$ cat src/rtl/sprite_sched_pkg.sv
// Shared types and helpers for the sprite motion scheduler.
// Build option: SPRITE_SCHED_WRAP_EN (see sprite_axis_step / sprite_motion_sched).
package sprite_sched_pkg;

    typedef enum logic [1:0] {
        IDLE    = 2'd0,
        UPDATE  = 2'd1,
        PUBLISH = 2'd2
    } state_t;

    typedef logic signed [3:0] vel_t;

    localparam vel_t VEL_MAX = 4'sd7;
    localparam vel_t VEL_MIN = -4'sd8;

    // Reverse a velocity; -8 has no positive twin in 4 bits, so it saturates to +7.
    function automatic vel_t vel_neg(input vel_t v);
        return (v == VEL_MIN) ? VEL_MAX : -v;
    endfunction

endpackage

$ cat src/rtl/sprite_axis_step.sv
// One-axis position/velocity step with edge handling.
// Build option: SPRITE_SCHED_WRAP_EN defined -> wrap at the edges, otherwise bounce.
module sprite_axis_step
    import sprite_sched_pkg::*;
#(
    parameter int COORD_W = 10,
    parameter int MAX     = 540
) (
    input  logic [COORD_W-1:0] pos,
    input  vel_t               vel,
    output logic [COORD_W-1:0] pos_nxt,
    output vel_t               vel_nxt
);

    localparam int SW = COORD_W + 2;
    localparam logic signed [SW-1:0] MAX_S = SW'(MAX);

    // Two guard bits keep the sum's sign and overflow visible.
    logic signed [SW-1:0] n;
    assign n = $signed({2'b00, pos}) + $signed({{(SW-4){vel[3]}}, vel});

`ifdef SPRITE_SCHED_WRAP_EN
    localparam logic [COORD_W-1:0] SPAN = COORD_W'(MAX + 1);

    // Wrap to the opposite edge; velocity is left alone.
    always_comb begin
        // NOTE: every output gets a default first so no path leaves it unassigned (no latch).
        pos_nxt = n[COORD_W-1:0];
        vel_nxt = vel;
        if (n < 0) begin
            pos_nxt = n[COORD_W-1:0] + SPAN;
        end else if (n > MAX_S) begin
            pos_nxt = n[COORD_W-1:0] - SPAN;
        end
    end
`else
    localparam logic [COORD_W-1:0] MAX_C = COORD_W'(MAX);

    // Bounce: clamp to the edge and reverse the velocity.
    always_comb begin
        // NOTE: every output gets a default first so no path leaves it unassigned (no latch).
        pos_nxt = n[COORD_W-1:0];
        vel_nxt = vel;
        if (n < 0) begin
            pos_nxt = '0;
            vel_nxt = vel_neg(vel);
        end else if (n > MAX_S) begin
            pos_nxt = MAX_C;
            vel_nxt = vel_neg(vel);
        end
    end
`endif

endmodule

$ cat src/rtl/sprite_motion_sched.sv
// Frame-synchronous motion scheduler: steps NUM_SPR sprites once every FRAME_DIV
// frames through one shared x/y step unit and publishes a coherent position set.
// Build option: SPRITE_SCHED_WRAP_EN defined -> sprites wrap at the edges instead of bouncing.
module sprite_motion_sched
    import sprite_sched_pkg::*;
#(
    parameter int NUM_SPR   = 4,
    parameter int COORD_W   = 10,
    parameter int H_ACTIVE  = 640,
    parameter int V_ACTIVE  = 480,
    parameter int SPR_SIZE  = 100,
    parameter int FRAME_DIV = 1
) (
    input  logic                       clk,
    input  logic                       reset_n,
    input  logic                       frame_tick,
    input  logic                       cfg_valid,
    output logic                       cfg_ready,
    input  logic [$clog2(NUM_SPR)-1:0] cfg_sel,
    input  logic [COORD_W-1:0]         cfg_x,
    input  logic [COORD_W-1:0]         cfg_y,
    input  logic [3:0]                 cfg_vx,
    input  logic [3:0]                 cfg_vy,
    output logic [NUM_SPR*COORD_W-1:0] spr_x,
    output logic [NUM_SPR*COORD_W-1:0] spr_y,
    output logic                       upd_done,
    output logic                       overrun
);

    localparam int SEL_W = $clog2(NUM_SPR);
    localparam int XMAX  = H_ACTIVE - SPR_SIZE;
    localparam int YMAX  = V_ACTIVE - SPR_SIZE;
    localparam int DIV_W = (FRAME_DIV > 1) ? $clog2(FRAME_DIV) : 1;

    localparam logic [COORD_W-1:0] XMAX_C   = COORD_W'(XMAX);
    localparam logic [COORD_W-1:0] YMAX_C   = COORD_W'(YMAX);
    localparam logic [SEL_W-1:0]   LAST_IDX = SEL_W'(NUM_SPR - 1);
    localparam logic [DIV_W-1:0]   DIV_LAST = DIV_W'(FRAME_DIV - 1);

    state_t             state;
    logic [SEL_W-1:0]   idx;
    logic [DIV_W-1:0]   div_cnt;

    // Working copy, stepped during UPDATE; spr_x/spr_y hold the published copy.
    logic [COORD_W-1:0] wx  [NUM_SPR];
    logic [COORD_W-1:0] wy  [NUM_SPR];
    vel_t               wvx [NUM_SPR];
    vel_t               wvy [NUM_SPR];

    // Single-entry host write slot.
    logic               pend_valid;
    logic [SEL_W-1:0]   pend_sel;
    logic [COORD_W-1:0] pend_x;
    logic [COORD_W-1:0] pend_y;
    vel_t               pend_vx;
    vel_t               pend_vy;

    logic [COORD_W-1:0] step_x, step_y, ld_x, ld_y;
    vel_t               step_vx, step_vy;

    assign cfg_ready = !pend_valid;

    // Host positions are clamped into the visible area when loaded.
    assign ld_x = (pend_x > XMAX_C) ? XMAX_C : pend_x;
    assign ld_y = (pend_y > YMAX_C) ? YMAX_C : pend_y;

    sprite_axis_step #(.COORD_W(COORD_W), .MAX(XMAX)) u_step_x (
        .pos     (wx[idx]),
        .vel     (wvx[idx]),
        .pos_nxt (step_x),
        .vel_nxt (step_vx)
    );

    sprite_axis_step #(.COORD_W(COORD_W), .MAX(YMAX)) u_step_y (
        .pos     (wy[idx]),
        .vel     (wvy[idx]),
        .pos_nxt (step_y),
        .vel_nxt (step_vy)
    );

    // Scheduler FSM, host write slot, working sprite state and published outputs.
    always_ff @(posedge clk or negedge reset_n) begin
        if (!reset_n) begin
            state      <= IDLE;
            idx        <= '0;
            div_cnt    <= '0;
            upd_done   <= 1'b0;
            overrun    <= 1'b0;
            pend_valid <= 1'b0;
            pend_sel   <= '0;
            pend_x     <= '0;
            pend_y     <= '0;
            pend_vx    <= '0;
            pend_vy    <= '0;
            // NOTE: the sprite table is a handful of flops, not a RAM, so it takes its start-up values from reset.
            for (int i = 0; i < NUM_SPR; i++) begin
                wx[i]                        <= COORD_W'(i * SPR_SIZE);
                wy[i]                        <= '0;
                wvx[i]                       <= 4'sd1;
                wvy[i]                       <= 4'sd1;
                spr_x[i*COORD_W +: COORD_W]  <= COORD_W'(i * SPR_SIZE);
                spr_y[i*COORD_W +: COORD_W]  <= '0;
            end
        end else begin
            // NOTE: state registers use non-blocking assignments so every read sees the pre-edge value.
            upd_done <= 1'b0;

            if (cfg_valid && !pend_valid) begin
                pend_valid <= 1'b1;
                pend_sel   <= cfg_sel;
                pend_x     <= cfg_x;
                pend_y     <= cfg_y;
                pend_vx    <= vel_t'(cfg_vx);
                pend_vy    <= vel_t'(cfg_vy);
            end

            case (state)
                IDLE: begin
                    if (frame_tick) begin
                        if (div_cnt == DIV_LAST) begin
                            div_cnt <= '0;
                            idx     <= '0;
                            state   <= UPDATE;
                        end else begin
                            div_cnt <= div_cnt + 1'b1;
                        end
                    end
                end

                UPDATE: begin
                    if (frame_tick) overrun <= 1'b1;
                    if (pend_valid && (pend_sel == idx)) begin
                        wx[idx]    <= ld_x;
                        wy[idx]    <= ld_y;
                        wvx[idx]   <= pend_vx;
                        wvy[idx]   <= pend_vy;
                        pend_valid <= 1'b0;
                    end else begin
                        wx[idx]  <= step_x;
                        wy[idx]  <= step_y;
                        wvx[idx] <= step_vx;
                        wvy[idx] <= step_vy;
                    end
                    if (idx == LAST_IDX) begin
                        state    <= PUBLISH;
                        upd_done <= 1'b1;
                    end else begin
                        idx <= idx + 1'b1;
                    end
                end

                PUBLISH: begin
                    if (frame_tick) overrun <= 1'b1;
                    for (int i = 0; i < NUM_SPR; i++) begin
                        spr_x[i*COORD_W +: COORD_W] <= wx[i];
                        spr_y[i*COORD_W +: COORD_W] <= wy[i];
                    end
                    state <= IDLE;
                end

                default: state <= IDLE;
            endcase
        end
    end

endmodule

$ cat config.mk
export PLATFORM = sky130hd
export DESIGN_NAME = sprite_motion_sched
export DESIGN_NICKNAME = d
export VERILOG_FILES = /design/src/rtl/sprite_sched_pkg.sv /design/src/rtl/sprite_axis_step.sv /design/src/rtl/sprite_motion_sched.sv
export SDC_FILE = /design/constraint.sdc
export NUM_CORES = 1
export LEC_CHECK = 0
export CAP_MARGIN = 5
export CORE_ASPECT_RATIO = 1.5
export CORE_MARGIN = 2
export CORE_UTILIZATION = 57
export CTS_CLUSTER_DIAMETER = 150
export CTS_CLUSTER_SIZE = 40
export DETAILED_ROUTE_END_ITERATION = 10
export PLACE_DENSITY = 0.81
export SLEW_MARGIN = 20
export SYNTH_ARGS = -nofsm -noshare
export SYNTH_HDL_FRONTEND = slang
export SYNTH_SLANG_ARGS = --single-unit
$ cat constraint.sdc
create_clock -name clk -period 5.6 [get_ports clk]
set_clock_uncertainty 0.1 [all_clocks]
set_input_delay 0.84 -clock clk [delete_from_list [all_inputs] [get_ports clk]]
set_output_delay 0.84 -clock clk [all_outputs]
set_load 0.05 [all_outputs]
=== After elaboration in Yosys (flattened, before gate mapping) ===
Index checks and enable logic that the tools add are counted.

* Equal/unequal tests: 10
* Magnitude comparators: 8
* $add $sub $neg: 6
* Reductions and logical operators: 11
* Muxes and demuxes: 54
* Bitwise logic cells: 1

{| class="wikitable"
|+ Operators by type and width
! cell !! count
|-
| bitwise mux 40 bit || 4
|-
| 2-to-1 mux 10 bit || 11
|-
| 2-to-1 mux 40 bit || 2
|-
| bitwise mux 16 bit || 4
|-
| 2-to-1 mux 4 bit || 11
|-
| binary-select mux 10 bit (select 2 bit) || 2
|-
| 2-to-1 mux 16 bit || 2
|-
| adder 11 x 4 -> 12 bit || 2
|-
| less-than comparator 12 x 1 -> 1 bit, second input constant || 2
|-
| demux 10 bit (select 2 bit) || 1
|-
| binary-select mux 4 bit (select 2 bit) || 2
|-
| > comparator 12 x 10 -> 1 bit, second input constant || 1
|-
| > comparator 12 x 11 -> 1 bit, second input constant || 1
|-
| 2-to-1 mux 2 bit || 6
|-
| > comparator 10 bit, second input constant || 1
|-
| > comparator 10 x 9 -> 1 bit, second input constant || 1
|-
| demux 4 bit (select 2 bit) || 1
|-
| equality test 4 bit, second input constant || 2
|-
| inequality test 2 bit, second input constant || 4
|-
| negator 4 bit || 2
|-
| case mux 2 bit (2 select lines) || 2
|-
| 2-to-1 mux 1 bit || 6
|-
| equality test 2 bit, second input constant || 2
|-
| AND reduction 2 bit || 2
|-
| 14 further kinds || 16
|}

* Logic and storage cells: 119
* Output and inout bits: 83
* Bits of input ports: 34
* Register bits: 230

=== Logic depth before layout (Yosys ltp) ===
* Depth in word-level cells: 10
* Mapped depth: 16
* Depth with buffers taken out: 12

=== Modules after synthesis ===
A second synthesis with hierarchy kept.

* Cell total of the unflattened synthesis: 1058
* Area, all modules: 12077.8 um2

{| class="wikitable"
|+ By module, submodules not included
! module !! times used !! cells an instance !! area each (um2) !! sequential area each (um2)
|-
| sprite_motion_sched || 1 || 836 || 10405.0 || 5765.5
|-
| sprite_axis_step (u_step_x) || 1 || 117 || 897.1 || 0.0
|-
| sprite_axis_step (u_step_y) || 1 || 105 || 775.7 || 0.0
|}

=== Least setup slack after synthesis ===
No wires, ideal clock.

* Path type: reg2reg
* Start: register idx[0]
* End: register wvy[1] (netlist bit)
* Data required time: 5.408 ns
* Setup time: 0.092 ns
* Slack: 1.017 ns
* Clock period less this slack: 4.583 ns
* Path buffers: 5
* Stages on the path, launching flop included: 16
* Arrival time: 4.390 ns
* Path through: dfrtp_1 -> clkbuf_1 -> buf_2 -> buf_1 -> mux4_2 -> ha_1 -> buf_2 -> nand2_1 -> or3_1 -> o21ai_2 -> a21oi_2 -> or3b_1 -> a221oi_2 -> buf_4 -> mux2_4 -> o31ai_2

* Longest elaborated chain between the ends: 10
* Elaborated cells on any way between the ends: 25
* Those cells by class: add/sub: 2; order compare: 4; eq/ne: 2; mux: 14; bitwise: 1; reduce/logical: 2

{| class="wikitable"
|+ Ends and longest elaborated chain
! item !! line !! text
|-
| start, declared || sprite_motion_sched.sv:41 || <nowiki>logic [SEL_W-1:0] idx;</nowiki>
|-
| start signal, assigned || sprite_motion_sched.sv:148 || <nowiki>idx <= idx + 1'b1;</nowiki>
|-
| NOT 2 -> 3 bit (implied by the code) || -- ||
|-
| binary-select mux 10 bit (select 2 bit) / binary-select mux 4 bit (select 2 bit) (equally long branches) || sprite_motion_sched.sv:75, sprite_motion_sched.sv:76 ||
|-
| 2-to-1 mux 10 bit (implied by the code) / 2-to-1 mux 4 bit (equally long branches) (2 in series) || sprite_motion_sched.sv:75, sprite_motion_sched.sv:76 ||
|-
| adder 11 x 4 -> 12 bit (tied with other cells) || sprite_axis_step.sv:20 || <nowiki>assign n = $signed({2'b00, pos}) + $signed({{(SW-4){vel[3]}}, vel});</nowiki>
|-
| > comparator 12 x 10 -> 1 bit / 2-to-1 mux 4 bit (equally long branches) || sprite_axis_step.sv:47, sprite_sched_pkg.sv:18 ||
|-
| 2-to-1 mux 4 bit || sprite_axis_step.sv:47 || <nowiki>end else if (n > MAX_S) begin</nowiki>
|-
| 2-to-1 mux 4 bit || sprite_axis_step.sv:44 || <nowiki>if (n < 0) begin</nowiki>
|-
| bitwise mux 16 bit || sprite_motion_sched.sv:142 || <nowiki>wvy[idx] <= step_vy;</nowiki>
|-
| 2-to-1 mux 16 bit * || sprite_motion_sched.sv:132 || <nowiki>if (pend_valid && (pend_sel == idx)) begin</nowiki>
|-
| end signal, assigned by index || sprite_motion_sched.sv:136 || <nowiki>wvy[idx] <= pend_vy;</nowiki>
|-
| end signal, assigned by index || sprite_motion_sched.sv:142 ||
|-
| end, declared || sprite_motion_sched.sv:48 || <nowiki>vel_t wvy [NUM_SPR];</nowiki>
|}

Mark *: on every way between the ends. The rest lies on a longest branch, timed or not. The select of a mux whose other input is x is not followed.
A chain may end at the register's enable or synchronous reset.

=== Worst setup path in the final report ===
* Start: register idx[0]
* End: register wvx[9] (netlist bit)

* Longest elaborated chain between the ends: 10
* Elaborated cells on any way between the ends: 25
* Those cells by class: add/sub: 2; order compare: 4; eq/ne: 2; mux: 14; bitwise: 1; reduce/logical: 2

{| class="wikitable"
|+ Ends and longest elaborated chain
! item !! line !! text
|-
| NOT 2 -> 3 bit (implied by the code) || -- ||
|-
| binary-select mux 10 bit (select 2 bit) / binary-select mux 4 bit (select 2 bit) (equally long branches) || sprite_motion_sched.sv:68, sprite_motion_sched.sv:69 ||
|-
| 2-to-1 mux 10 bit (implied by the code) / 2-to-1 mux 4 bit (equally long branches) (2 in series) || sprite_motion_sched.sv:68, sprite_motion_sched.sv:69 ||
|-
| adder 11 x 4 -> 12 bit (tied with other cells) || sprite_axis_step.sv:20 ||
|-
| > comparator 12 x 11 -> 1 bit / 2-to-1 mux 4 bit (equally long branches) || sprite_axis_step.sv:47, sprite_sched_pkg.sv:18 ||
|-
| 2-to-1 mux 4 bit || sprite_axis_step.sv:47 ||
|-
| 2-to-1 mux 4 bit || sprite_axis_step.sv:44 ||
|-
| bitwise mux 16 bit || sprite_motion_sched.sv:141 || <nowiki>wvx[idx] <= step_vx;</nowiki>
|-
| 2-to-1 mux 16 bit * || sprite_motion_sched.sv:132 ||
|-
| end signal, assigned by index || sprite_motion_sched.sv:135 || <nowiki>wvx[idx] <= pend_vx;</nowiki>
|-
| end signal, assigned by index || sprite_motion_sched.sv:141 ||
|-
| end, declared || sprite_motion_sched.sv:47 || <nowiki>vel_t wvx [NUM_SPR];</nowiki>
|}

Marks and branches as above.

==> impl_metrics.env <==
export IMPL_setup_viol=0
export IMPL_rsz0062_at_grt="no"
export IMPL_drt_total_wl_um=25790
export IMPL_cts_buffers=9
export IMPL_fp_dieH_um=175.9
export IMPL_diodes=0
export IMPL_clk_pin_slew_ns=0.14
export IMPL_routed_via_density=6.017
export IMPL_rows=62
export IMPL_ant_nets=0
export IMPL_drv_cap=0
export IMPL_met3_length_um=837
export IMPL_post_cts_buffers=0
export IMPL_fin_util=0.6698
export IMPL_yosysUniqueCellTypes=64
export IMPL_portBuffers=116
export IMPL_yosys_register_bits=229
export IMPL_hp_class="primary input to asynchronous set/reset pin"
export IMPL_core_um2=19240
export IMPL_critPathBufInv=1
export IMPL_ctsHoldBuffers=0
export IMPL_layout_min_cycle_time_ns=4.439
export IMPL_area_growth_pct=14.82
export IMPL_num_vias=7834
export IMPL_drc=0
export IMPL_num_io_pins=117
export IMPL_place_hpwl_um=18320
export IMPL_tightest_slew_ns=0.9535
export IMPL_regArea_um2=5767
export IMPL_multi_input_area_um2=5169
export IMPL_crit_arrival_ns=4.67
export IMPL_max_stage_delay_ns=0.77
export IMPL_placed_cells=1289
export IMPL_initial_core_util=0.5834
export IMPL_top_layer="met4"
export IMPL_relSlewSlack=0.3626
export IMPL_syn_area_per_cell_um2=11.74
export IMPL_fin_crit_sh=0.7926
export IMPL_grt_overflow=0
export IMPL_syn_inst=956
export IMPL_timing_fmax_ghz=0.2253
export IMPL_synth_edf_count=0
export IMPL_critPathTopFamily="compound AO/OA/AOI/OAI gates"
export IMPL_synth_seq_area_share=0.5137
export IMPL_critical_path_class="flop to flop"
export IMPL_layoutNonFillerInstCount=1302
export IMPL_initialDrtViolationCount=511
export IMPL_met2_length_um=13940
export IMPL_grt_pass1_wl_um=42120
export IMPL_cts_resized_gates=0
export IMPL_path_common_cell="o21ai_0"
export IMPL_grt_pass1_vias=8112
export IMPL_first_pass_iters=8
export IMPL_synth_ff_type="dfrtp_1"
export IMPL_fillCellCount=1480
export IMPL_clock_path_buffers=3
export IMPL_routabilityCongestion=0.9722
export IMPL_grt_max_degree=116
export IMPL_syn_nets=1024
export IMPL_cts_tree="yes"
export IMPL_wire_per_inst_um=19.81
export IMPL_drv_slew=0
export IMPL_final_common_cell="dfrtp_1"
export IMPL_async_reset_ff_frac=1.000
export IMPL_path_max_fanout=17
export IMPL_slowest_stage="mux4_2"
export IMPL_fin_nets=1112
export IMPL_htree_levels=1
export IMPL_clock_sinks=229
export IMPL_antenna_found_initial=0
export IMPL_grt_use_total=0.2521
export IMPL_die_w_um=118.6
export IMPL_wl_met1_um=9816
export IMPL_post_route_cells_drive_above_1_share=0.2208
export IMPL_status="completed"
export IMPL_finalHoldViolCount=0
export IMPL_start_kind="flop"
export IMPL_worstPathCellList="buf_4 > mux4_2 > ha_1 > a21oi_1 > o21ai_0 > o31ai_1 > xnor2_1 > o21ai_0 > a21oi_2 > mux2i_1 > a31oi_1"
export IMPL_ys_warn_count=0
export IMPL_setup_tns_ns=0
export IMPL_die_area_um2=20850
export IMPL_root_buffer="clkbuf_16"
export IMPL_most_common_layout_cells="dfrtp_1, mux2_2, clkdlybuf4s50_1"
export IMPL_required_ns=5.83
export IMPL_synth_area_um2=11220
export IMPL_clock_latency_ns=0.49
export IMPL_cp_end_kind="flop"
[area by class of cell]
type,instances,share of cell area
flip-flops and latches,229,0.4475
multi-input cells,648,0.4011
repair buffers,129,0.09904
well taps,256,0.02486
clock buffers,12,0.01835
inverters,27,0.007865
clock inverters,1,0.001262
[through the flow]
step                hold WS (ns)  setup slack [ns]  area [µm²]
floorplan                 0.3517             1.017       11220
global placement          0.3413             1.321       12630
detailed placement        0.3555             1.243       12630
CTS                       0.3480             1.208       12890
global route              0.3724            0.8866       12890
finish                    0.3103             1.161       12890
[synth_stat cells (5+ instances only)]
cell type  number  share of area
a22oi_1         5         0.0033
o31ai_1         6         0.0040
mux2_2        131           0.13
nor2b_1         6         0.0033
inv_1          27         0.0090
a211oi_1        6         0.0040
nor2_1         75          0.025
xor2_1          8         0.0062
xnor2_1        15          0.012
buf_1           7         0.0023
nand3_1        13         0.0058
o21ai_0        79          0.035
a31oi_1        17         0.0095
clkbuf_1       41          0.014
dfstp_2        28          0.066
and2_1          5         0.0028
mux4_2         28          0.056
nor3_1          7         0.0031
ha_1           32          0.036
a32o_1         20          0.018
or3_1           5         0.0028
a21oi_1        28          0.012
dfrtp_1       201           0.45
o22ai_1         5         0.0028
nand2_1        83          0.028
[path summary, 6_finish.rpt]
kind	startpoint	endpoint	slack (ns)	depth (start not counted)
worst max-delay path	idx[0]$_DFFE_PN0P_	wvx[9]$_DFFE_PN0P_	1.16	11
worst min-delay path	reset_n	pend_vx[2]$_DFFE_PN0P_	0.31	1
worst max register to register	idx[0]$_DFFE_PN0P_	wvx[9]$_DFFE_PN0P_	1.16	11
worst min register to register	overrun$_DFFE_PN0P_	overrun$_DFFE_PN0P_	0.38	1
max in group asynchronous	reset_n	spr_x[10]$_DFFE_PN0N_	4.00	2
min in group clk	overrun$_DFFE_PN0P_	overrun$_DFFE_PN0P_	0.38	1
[worst register-to-register path: cells and delay by family (launching register included)]
kind | cells | cell delay [ns]
buffers and inverters | 1 | 0.33
adders and majority gates | 1 | 0.47
DFF | 1 | 0.38
xor gates and xnor gates | 1 | 0.21
AOI/OAI and AO/OA | 6 | 1.60
muxes | 2 | 1.20
[cell families after synthesis]
family	share of synthesized area
flip-flops	0.5137
AND/OR/NAND/NOR	0.08473
adder cells (fa/ha/maj)	0.03924
AO/OA/AOI/OAI	0.1265
XOR/XNOR	0.01795
multiplexers	0.1907
buffers and inverters	0.02709
[flip-flops by register name, summed over array words and instances, names as in the netlist, 10 cells and up]
| register | count |
|---|---|
| spr_x | 40 |
| spr_y | 40 |
| wx | 40 |
| wy | 40 |
| wvx | 16 |
| wvy | 16 |
| pend_x | 10 |
| pend_y | 10 |
[routing by layer]
layer,vias to the layer above,track usage
met5,-,0
met4,0,0.1156
met3,69,0.02565
met2,203,0.4634
met1,3918,0.2953
li1,3644,-
Power is left out: the tool's default activity adds up to more than one toggle a clock period on the data nets, which glitch-free logic cannot reach.
